[src/rtl/e203_irq_stim_pkg.sv]
// Shared types and constants for the E203 interrupt stimulus generator.
package e203_irq_stim_pkg;

    localparam int N_CHAN = 3;

    typedef enum logic [1:0] {
        CH_IDLE,
        CH_WAIT,
        CH_ASSERT,
        CH_DONE
    } chan_state_e;

    // x^16+x^14+x^13+x^11+1 in right-shift Fibonacci form: feedback from bits 0,2,3,5.
    localparam logic [15:0] LFSR_TAPS         = 16'h002D;
    localparam logic [15:0] LFSR_DEFAULT_SEED = 16'hACE1;

    function automatic logic [15:0] lfsr_step(input logic [15:0] state);
        return {^(state & LFSR_TAPS), state[15:1]};
    endfunction

    // An all-zero state would lock the LFSR, so a zero seed falls back to the default.
    function automatic logic [15:0] lfsr_seed_fix(input logic [15:0] seed);
        return (seed == 16'h0000) ? LFSR_DEFAULT_SEED : seed;
    endfunction

endpackage

[src/rtl/e203_irq_stim_chan.sv]
// One interrupt channel: free-running LFSR, gap counter and the
// IDLE/WAIT/ASSERT/DONE handshake FSM keyed to one handler commit PC.
module e203_irq_stim_chan
    import e203_irq_stim_pkg::*;
#(
    parameter int                 PC_SIZE    = 32,
    parameter logic [PC_SIZE-1:0] PC_HANDLER = '0,
    parameter int                 GAP_W      = 10,
    parameter logic [15:0]        SEED       = LFSR_DEFAULT_SEED
) (
    input  logic               clk,
    input  logic               rst,
    input  logic               en,
    input  logic               armed,
    input  logic               stopped,
    input  logic               cmt_valid,
    input  logic [PC_SIZE-1:0] cmt_pc,
    input  logic               cfg_fixed_en,
    input  logic [GAP_W-1:0]   cfg_fixed_gap,
    output logic               irq
);

    localparam logic [15:0]    SEED_EFF = lfsr_seed_fix(SEED);
    localparam logic [GAP_W:0] CNT_ONE  = {{GAP_W{1'b0}}, 1'b1};

    chan_state_e      state_reg;
    logic [GAP_W:0]   cnt_reg;
    logic             irq_reg;
    logic [15:0]      lfsr_reg;

    logic [GAP_W-1:0] gap_sel;
    logic [GAP_W:0]   gap_value;
    logic             handler_hit;

    always_comb begin
        gap_sel     = cfg_fixed_en ? cfg_fixed_gap : lfsr_reg[GAP_W-1:0];
        gap_value   = {1'b0, gap_sel} + CNT_ONE;
        handler_hit = cmt_valid && (cmt_pc == PC_HANDLER);
    end

    always_ff @(posedge clk or posedge rst) begin
        if (rst) begin
            state_reg <= CH_IDLE;
            cnt_reg   <= '0;
            irq_reg   <= 1'b0;
            lfsr_reg  <= SEED_EFF;
        end else begin
            lfsr_reg <= lfsr_step(lfsr_reg);
            if (!en && (state_reg != CH_DONE)) begin
                state_reg <= CH_IDLE;
                irq_reg   <= 1'b0;
            end else begin
                case (state_reg)
                    CH_IDLE: begin
                        irq_reg <= 1'b0;
                        if (armed && !stopped) begin
                            cnt_reg   <= gap_value;
                            state_reg <= CH_WAIT;
                        end
                    end
                    CH_WAIT: begin
                        if (cnt_reg <= CNT_ONE) begin
                            state_reg <= CH_ASSERT;
                            irq_reg   <= 1'b1;
                        end else begin
                            cnt_reg <= cnt_reg - CNT_ONE;
                        end
                    end
                    CH_ASSERT: begin
                        // stopped is registered, so a same-cycle tohost commit is not yet counted
                        if (handler_hit) begin
                            irq_reg <= 1'b0;
                            if (stopped) begin
                                state_reg <= CH_DONE;
                            end else begin
                                cnt_reg   <= gap_value;
                                state_reg <= CH_WAIT;
                            end
                        end
                    end
                    CH_DONE: begin
                        irq_reg <= 1'b0;
                    end
                    default: begin
                        state_reg <= CH_IDLE;
                        irq_reg   <= 1'b0;
                    end
                endcase
            end
        end
    end

    assign irq = irq_reg;

endmodule

[src/rtl/e203_irq_stim_gen.sv]
// Interrupt stimulus generator: arms on a commit PC, counts tohost commits
// and drives ext/sft/tmr irq lines through three handshaking channels.
module e203_irq_stim_gen
    import e203_irq_stim_pkg::*;
#(
    parameter int                 PC_SIZE     = 32,
    parameter logic [PC_SIZE-1:0] PC_ARM      = 32'h8000015C,
    parameter logic [PC_SIZE-1:0] PC_TOHOST   = 32'h80000086,
    parameter logic [PC_SIZE-1:0] PC_EXT_MRET = 32'h800000A6,
    parameter logic [PC_SIZE-1:0] PC_SFT_MRET = 32'h800000BE,
    parameter logic [PC_SIZE-1:0] PC_TMR_MRET = 32'h800000D6,
    parameter int unsigned        STOP_CNT    = 32,
    parameter int                 GAP_W       = 10,
    parameter logic [15:0]        SEED_EXT    = 16'hACE1,
    parameter logic [15:0]        SEED_SFT    = 16'h1D2B,
    parameter logic [15:0]        SEED_TMR    = 16'h5A17
) (
    input  logic               clk,
    input  logic               rst,
    input  logic               en,
    input  logic               cmt_valid,
    input  logic [PC_SIZE-1:0] cmt_pc,
    input  logic               cfg_fixed_en,
    input  logic [GAP_W-1:0]   cfg_fixed_gap,
    output logic               ext_irq_o,
    output logic               sft_irq_o,
    output logic               tmr_irq_o,
    output logic               armed,
    output logic [31:0]        tohost_cnt,
    output logic               stopped,
    output logic               all_idle
);

    localparam logic [PC_SIZE-1:0] HANDLER_PC [N_CHAN] = '{PC_EXT_MRET, PC_SFT_MRET, PC_TMR_MRET};
    localparam logic [15:0]        CHAN_SEED  [N_CHAN] = '{SEED_EXT, SEED_SFT, SEED_TMR};

    logic              armed_reg;
    logic [31:0]       tohost_cnt_reg;
    logic              stopped_w;
    logic [N_CHAN-1:0] irq_vec;

    always_ff @(posedge clk or posedge rst) begin
        if (rst) begin
            armed_reg      <= 1'b0;
            tohost_cnt_reg <= '0;
        end else begin
            if (cmt_valid && (cmt_pc == PC_ARM)) begin
                armed_reg <= 1'b1;
            end
            if (cmt_valid && (cmt_pc == PC_TOHOST) && (tohost_cnt_reg != 32'hFFFF_FFFF)) begin
                tohost_cnt_reg <= tohost_cnt_reg + 32'd1;
            end
        end
    end

    assign stopped_w = (tohost_cnt_reg > 32'(STOP_CNT));

    genvar gi;
    generate
        for (gi = 0; gi < N_CHAN; gi++) begin : g_chan
            e203_irq_stim_chan #(
                .PC_SIZE    (PC_SIZE),
                .PC_HANDLER (HANDLER_PC[gi]),
                .GAP_W      (GAP_W),
                .SEED       (CHAN_SEED[gi])
            ) u_chan (
                .clk           (clk),
                .rst           (rst),
                .en            (en),
                .armed         (armed_reg),
                .stopped       (stopped_w),
                .cmt_valid     (cmt_valid),
                .cmt_pc        (cmt_pc),
                .cfg_fixed_en  (cfg_fixed_en),
                .cfg_fixed_gap (cfg_fixed_gap),
                .irq           (irq_vec[gi])
            );
        end
    endgenerate

    assign ext_irq_o  = irq_vec[0];
    assign sft_irq_o  = irq_vec[1];
    assign tmr_irq_o  = irq_vec[2];
    assign armed      = armed_reg;
    assign tohost_cnt = tohost_cnt_reg;
    assign stopped    = stopped_w;
    assign all_idle   = ~|irq_vec;

endmodule

[config.mk]
export PLATFORM = sky130hd
export DESIGN_NAME = e203_irq_stim_gen
export DESIGN_NICKNAME = d
export VERILOG_FILES = /design/src/rtl/e203_irq_stim_pkg.sv /design/src/rtl/e203_irq_stim_chan.sv /design/src/rtl/e203_irq_stim_gen.sv
export SDC_FILE = /design/constraint.sdc
export NUM_CORES = 1
export LEC_CHECK = 0
export CAP_MARGIN = 20
export CELL_PAD_IN_SITES_DETAIL_PLACEMENT = 1
export CELL_PAD_IN_SITES_GLOBAL_PLACEMENT = 2
export CORE_MARGIN = 5
export CORE_UTILIZATION = 38
export DETAILED_ROUTE_END_ITERATION = 6
export GPL_TIMING_DRIVEN = 0
export PLACE_DENSITY_LB_ADDON = 0.1
export SLEW_MARGIN = 10
export SYNTH_ARGS = -nofsm -noshare
export SYNTH_HDL_FRONTEND = slang
export SYNTH_SLANG_ARGS = --single-unit
[constraint.sdc]
create_clock -name clk -period 6.45 [get_ports clk]
set_input_delay 1.29 -clock clk [delete_from_list [all_inputs] [get_ports clk]]
set_output_delay 1.29 -clock clk [all_outputs]
set_load 0.01 [all_outputs]
==> results.txt <==
- Result of the run: complete, no violations
- For the worst setup path, the data arrival time is 4.89 ns.
* Worst slew pin tran: a little over 0.7 ns
- Buffers on Ports: 81
- In this run the number of cells on the critical path is 12.
- Clk_lat worst skew: 0.42 ns
- The number of global-route vias before repair was 6701.
- Worst path cell trace: clkdlybuf4s50_1 > buf_2 > buf_2 > buf_1 > nand2_1 > o21ai_0 > ha_1 > a21boi_0 > nand3_1 > nor3b_1 > o221ai_1 > a21oi_1
- Nature of the critical path endpoint: flop
- In the final design database the tool counted 897 nets.
- Summed over all nets, the half-perimeter wirelength after detailed placement is 16.1 mm.
- Number of antenna violations at the first check in global routing: 1
- Final setup violation count: 0
* Core area: around 18000 um2
- Synth Net Count: 796
- Maximum cell stage delay along the critical path: ~0.57 ns
* Die area: 21400 um2
- The most critical setup path has its endpoint at g_chan[0].u_chan.cnt_reg[10]$_DFFE_PP0P_.
- Grouping stages by cell kind, the critical path spends the most delay in buffers and inverters.
- In this run the count of I/O pins placed on the die edge is between 80 and 90.
- At the end of the flow the core is filled with cells to between 40% and 50%.
- Setup Skew: 0.0131 ns
- The count of nets left with antenna violations once routing finished came out at 0.
- For this run the aggregate overflow at the end of global routing stands at 0.
- Row generation in the floorplan step produced 49 rows.
- Gates resized during post-CTS repair numbered 0.
* Critical path buffer and inverter count: 4
* Average routed wire per standard cell: about 20 um
* Die height: 146 um
- Setup repair after global routing left no endpoint under its margin.
* Post-synthesis instance area: between 7000 and 8000 um2
- The slowest stage of the critical path belongs to the cell sky130_fd_sc_hd__clkdlybuf4s50_1.
- Final estimated routing congestion in global placement: roughly 0.8
* Launching element type of the critical path: primary input
- Cells with a size suffix above 1 make up between 10% and 20% of the layout.
- Residual DRC count: 0
- The register with the most flip-flops in the layout has 48 of them.
* Layout-stage area growth over the synthesis result: 25.0%
* Startpoint of the worst register-to-register path: tohost_cnt[0]$_DFFE_PP0P_
- In the synthesized netlist the dominant register cell turns out to be sky130_fd_sc_hd__dfrtp_1.
* Buffer depth of the longest clock path: 2
- Final wirelength: ~22 mm
* Shortest period the worst path allows: 4.55 ns
- Count of distinct cell types in the synthesized netlist: 76
- Worst-path clk slew: roughly 0.06 ns
- Final count of pins violating max slew: 0
- Launch point of the worst path: cfg_fixed_en
- Entering global routing, the biggest net connects 64 pins.
- In this run, post-CTS hold repair placed 0 buffers.
- The first global-routing pass estimated 35.7 mm of wire.
- The first TritonRoute pass finished after 4 iterations.
- The tree built by TritonCTS fans out to between 100 and 150 sinks.
- Horizontal die dimension: around 150 um
- Async set-reset flop share out of synthesis: 100%
- The worst-case IR drop observed on VDD is 192 uV.
- After routing, the total negative slack on setup checks comes to 0 ns.
- Register bit count reported by yosys: 123
- The cell sitting at the root of the clock tree is a sky130_fd_sc_hd__clkbuf_16.
- Yosys mapped a number of flops with a built-in enable equal to 0.
* Starting density of the core: 38.9%
* Endpoint of the lowest-slack register-to-register path: g_chan[0].u_chan.cnt_reg[9]$_DFFE_PP0P_
- By startpoint and endpoint, the worst setup path is classified as in2reg.
- Of all nets on the critical path, the largest fanout is 10.
- In this run the worst hold path is classified as reg2reg.
- CTS HTree Levels: 4
- Clock tree from TritonCTS: yes
- Reg-to-reg slack, setup: roughly 3.7 ns
- Sequential cells were found to cover 44.1% of the synthesized design area.
- Counting cells, the worst reg-to-reg path comes to 10.
- The first routing iteration left 307 violations.
- Highest Clock Rate: 0.220 GHz
- Post-synthesis cell type with the largest combined area: sky130_fd_sc_hd__dfrtp_1
* Vias per cell: 5.68
* Number of buffers inserted by post-CTS setup repair: 0
* Fraction of the cycle the final worst path needs: 70.5%
- Relative slew margins: 51.5%
- The tool flagged a number of max-cap violations equal to 0.
* Synth top area share: 35.2%
* Post-synthesis area per instance: 9.70 um2
- Pwr dens: 301 nW/um2
- In the synthesized netlist, the number of instances is about 730.
- Synth top area cells: sky130_fd_sc_hd__dfrtp_1 (35%), sky130_fd_sc_hd__dfstp_2 (9.0%), sky130_fd_sc_hd__xnor2_1 (4.8%)
- Via count: around 6000
- Final antenna diode count: 0
- Data on the critical path is required at its endpoint by 6.79 ns.
* TritonCTS Buffers: 17
* Leakage power: 3.55 nW
- Final number of hold-violating endpoints: 0
- Most repeated library cell on the critical path: sky130_fd_sc_hd__buf_2
- In the global route stage, overall resource usage came out at 20.6%.
- For this run, the number of Yosys warnings is 0.
[metal layers]
layer / global-route usage [%] / vias up / routed length, um
li1: - / 2858 / -
met1: 26.1 / 3109 / 9760
met2: 35.6 / 82 / 10900
met3: 4.34 / 24 / 527
met4: 5.69 / 2 / 335
met5: 0 / - / 13
[worst min-delay path by stage]
stage,startpoint,cells after the start,end,slack [ns]
4_1_cts,g_chan[2].u_chan.lfsr_reg[13]$_DFF_PP0_,0,g_chan[2].u_chan.lfsr_reg[12]$_DFF_PP1_,0.35
3_5_place_dp,g_chan[1].u_chan.lfsr_reg[15]$_DFF_PP0_,0,g_chan[1].u_chan.lfsr_reg[14]$_DFF_PP0_,0.34
5_1_grt,g_chan[2].u_chan.lfsr_reg[13]$_DFF_PP0_,0,g_chan[2].u_chan.lfsr_reg[12]$_DFF_PP1_,0.35
6_report,g_chan[2].u_chan.lfsr_reg[13]$_DFF_PP0_,0,g_chan[2].u_chan.lfsr_reg[12]$_DFF_PP1_,0.35
3_3_place_gp,g_chan[0].u_chan.lfsr_reg[12]$_DFF_PP0_,0,g_chan[0].u_chan.lfsr_reg[11]$_DFF_PP1_,0.34
2_1_floorplan,g_chan[1].u_chan.lfsr_reg[14]$_DFF_PP0_,0,g_chan[1].u_chan.lfsr_reg[13]$_DFF_PP0_,0.33
[final cells by class]
cell class | instances | area, um2
fillers | 2034 | 9280
multi-input cells | 536 | 3660
flip-flops and latches | 123 | 3110
repair buffers | 82 | 838
clock buffers | 20 | 467
well taps | 229 | 287
clock inverters | 12 | 161
inverters | 37 | 144
plain buffers | 30 | 133
[power by group]
part	total [mW]	switching, mW	internal, mW
Combinational	0.624	0.384	0.240
Clock	1.02	0.374	0.642
Sequential	1.01	0.129	0.878
Total	2.65	0.887	1.76
[cell usage in the layout (no fill, tap or decap), drive strengths merged, types with 8 or more instances in the layout]
cell type,n
dfrtp,99
clkdlybuf4s50,81
nand2,57
o21ai,41
nand3,40
xnor2,39
a21oi,39
clkbuf,39
inv,37
nor2,30
xor2,27
dfstp,24
nor3,24
ha,23
nor4,22
mux2i,18
or3,13
nand4,13
buf,12
nand3b,11
a31oi,11
o22ai,10
o31ai,10
a22o,8
[cells by family after synthesis]
group / Yosys count / synth area share, %
and+or+nand+nor: 256 / 20.5
AOI/OAI and AO/OA: 170 / 16.2
DFF: 123 / 44.1
buffers and inverters: 67 / 3.85
xor gates and xnor gates: 66 / 8.21
adders and majority gates: 23 / 4.09
muxes: 21 / 3.04
[Yosys cell counts, types with 6 or more instances]
cell type	count
sky130_fd_sc_hd__nand3b_1	11
sky130_fd_sc_hd__nand2_1	57
sky130_fd_sc_hd__o21ai_0	40
sky130_fd_sc_hd__a31oi_1	11
sky130_fd_sc_hd__a21oi_1	39
sky130_fd_sc_hd__buf_2	7
sky130_fd_sc_hd__dfstp_2	24
sky130_fd_sc_hd__and3_1	7
sky130_fd_sc_hd__ha_1	23
sky130_fd_sc_hd__clkbuf_1	19
sky130_fd_sc_hd__a22o_1	8
sky130_fd_sc_hd__xnor2_1	39
sky130_fd_sc_hd__mux2i_1	18
sky130_fd_sc_hd__nor3_1	23
sky130_fd_sc_hd__nand2b_1	7
sky130_fd_sc_hd__o22ai_1	10
sky130_fd_sc_hd__a21boi_0	6
sky130_fd_sc_hd__o211ai_1	6
sky130_fd_sc_hd__or3_1	13
sky130_fd_sc_hd__o31ai_1	8
sky130_fd_sc_hd__xor2_1	27
sky130_fd_sc_hd__nor2_1	30
sky130_fd_sc_hd__nand4_1	10
sky130_fd_sc_hd__nor4_1	18
sky130_fd_sc_hd__dfrtp_1	99
sky130_fd_sc_hd__inv_1	35
sky130_fd_sc_hd__nand3_1	39
[per-stage QoR]
step | cells | area [um2] | setup WS [ns] | total power [mW] | hold slack (ns)
finish | 1069 | 8800 | 1.90 | 2.65 | 0.348
global route | 1069 | 8800 | 1.74 | 2.80 | 0.352
CTS | 1069 | 8800 | 1.97 | 2.68 | 0.352
detailed placement | 1037 | 8170 | 1.57 | 1.64 | 0.340
global placement | 1036 | 8140 | 0.0569 | 1.60 | 0.336
floorplan | 726 | 7040 | 1.93 | 1.42 | 0.331
(Power assumes the default switching activity.)
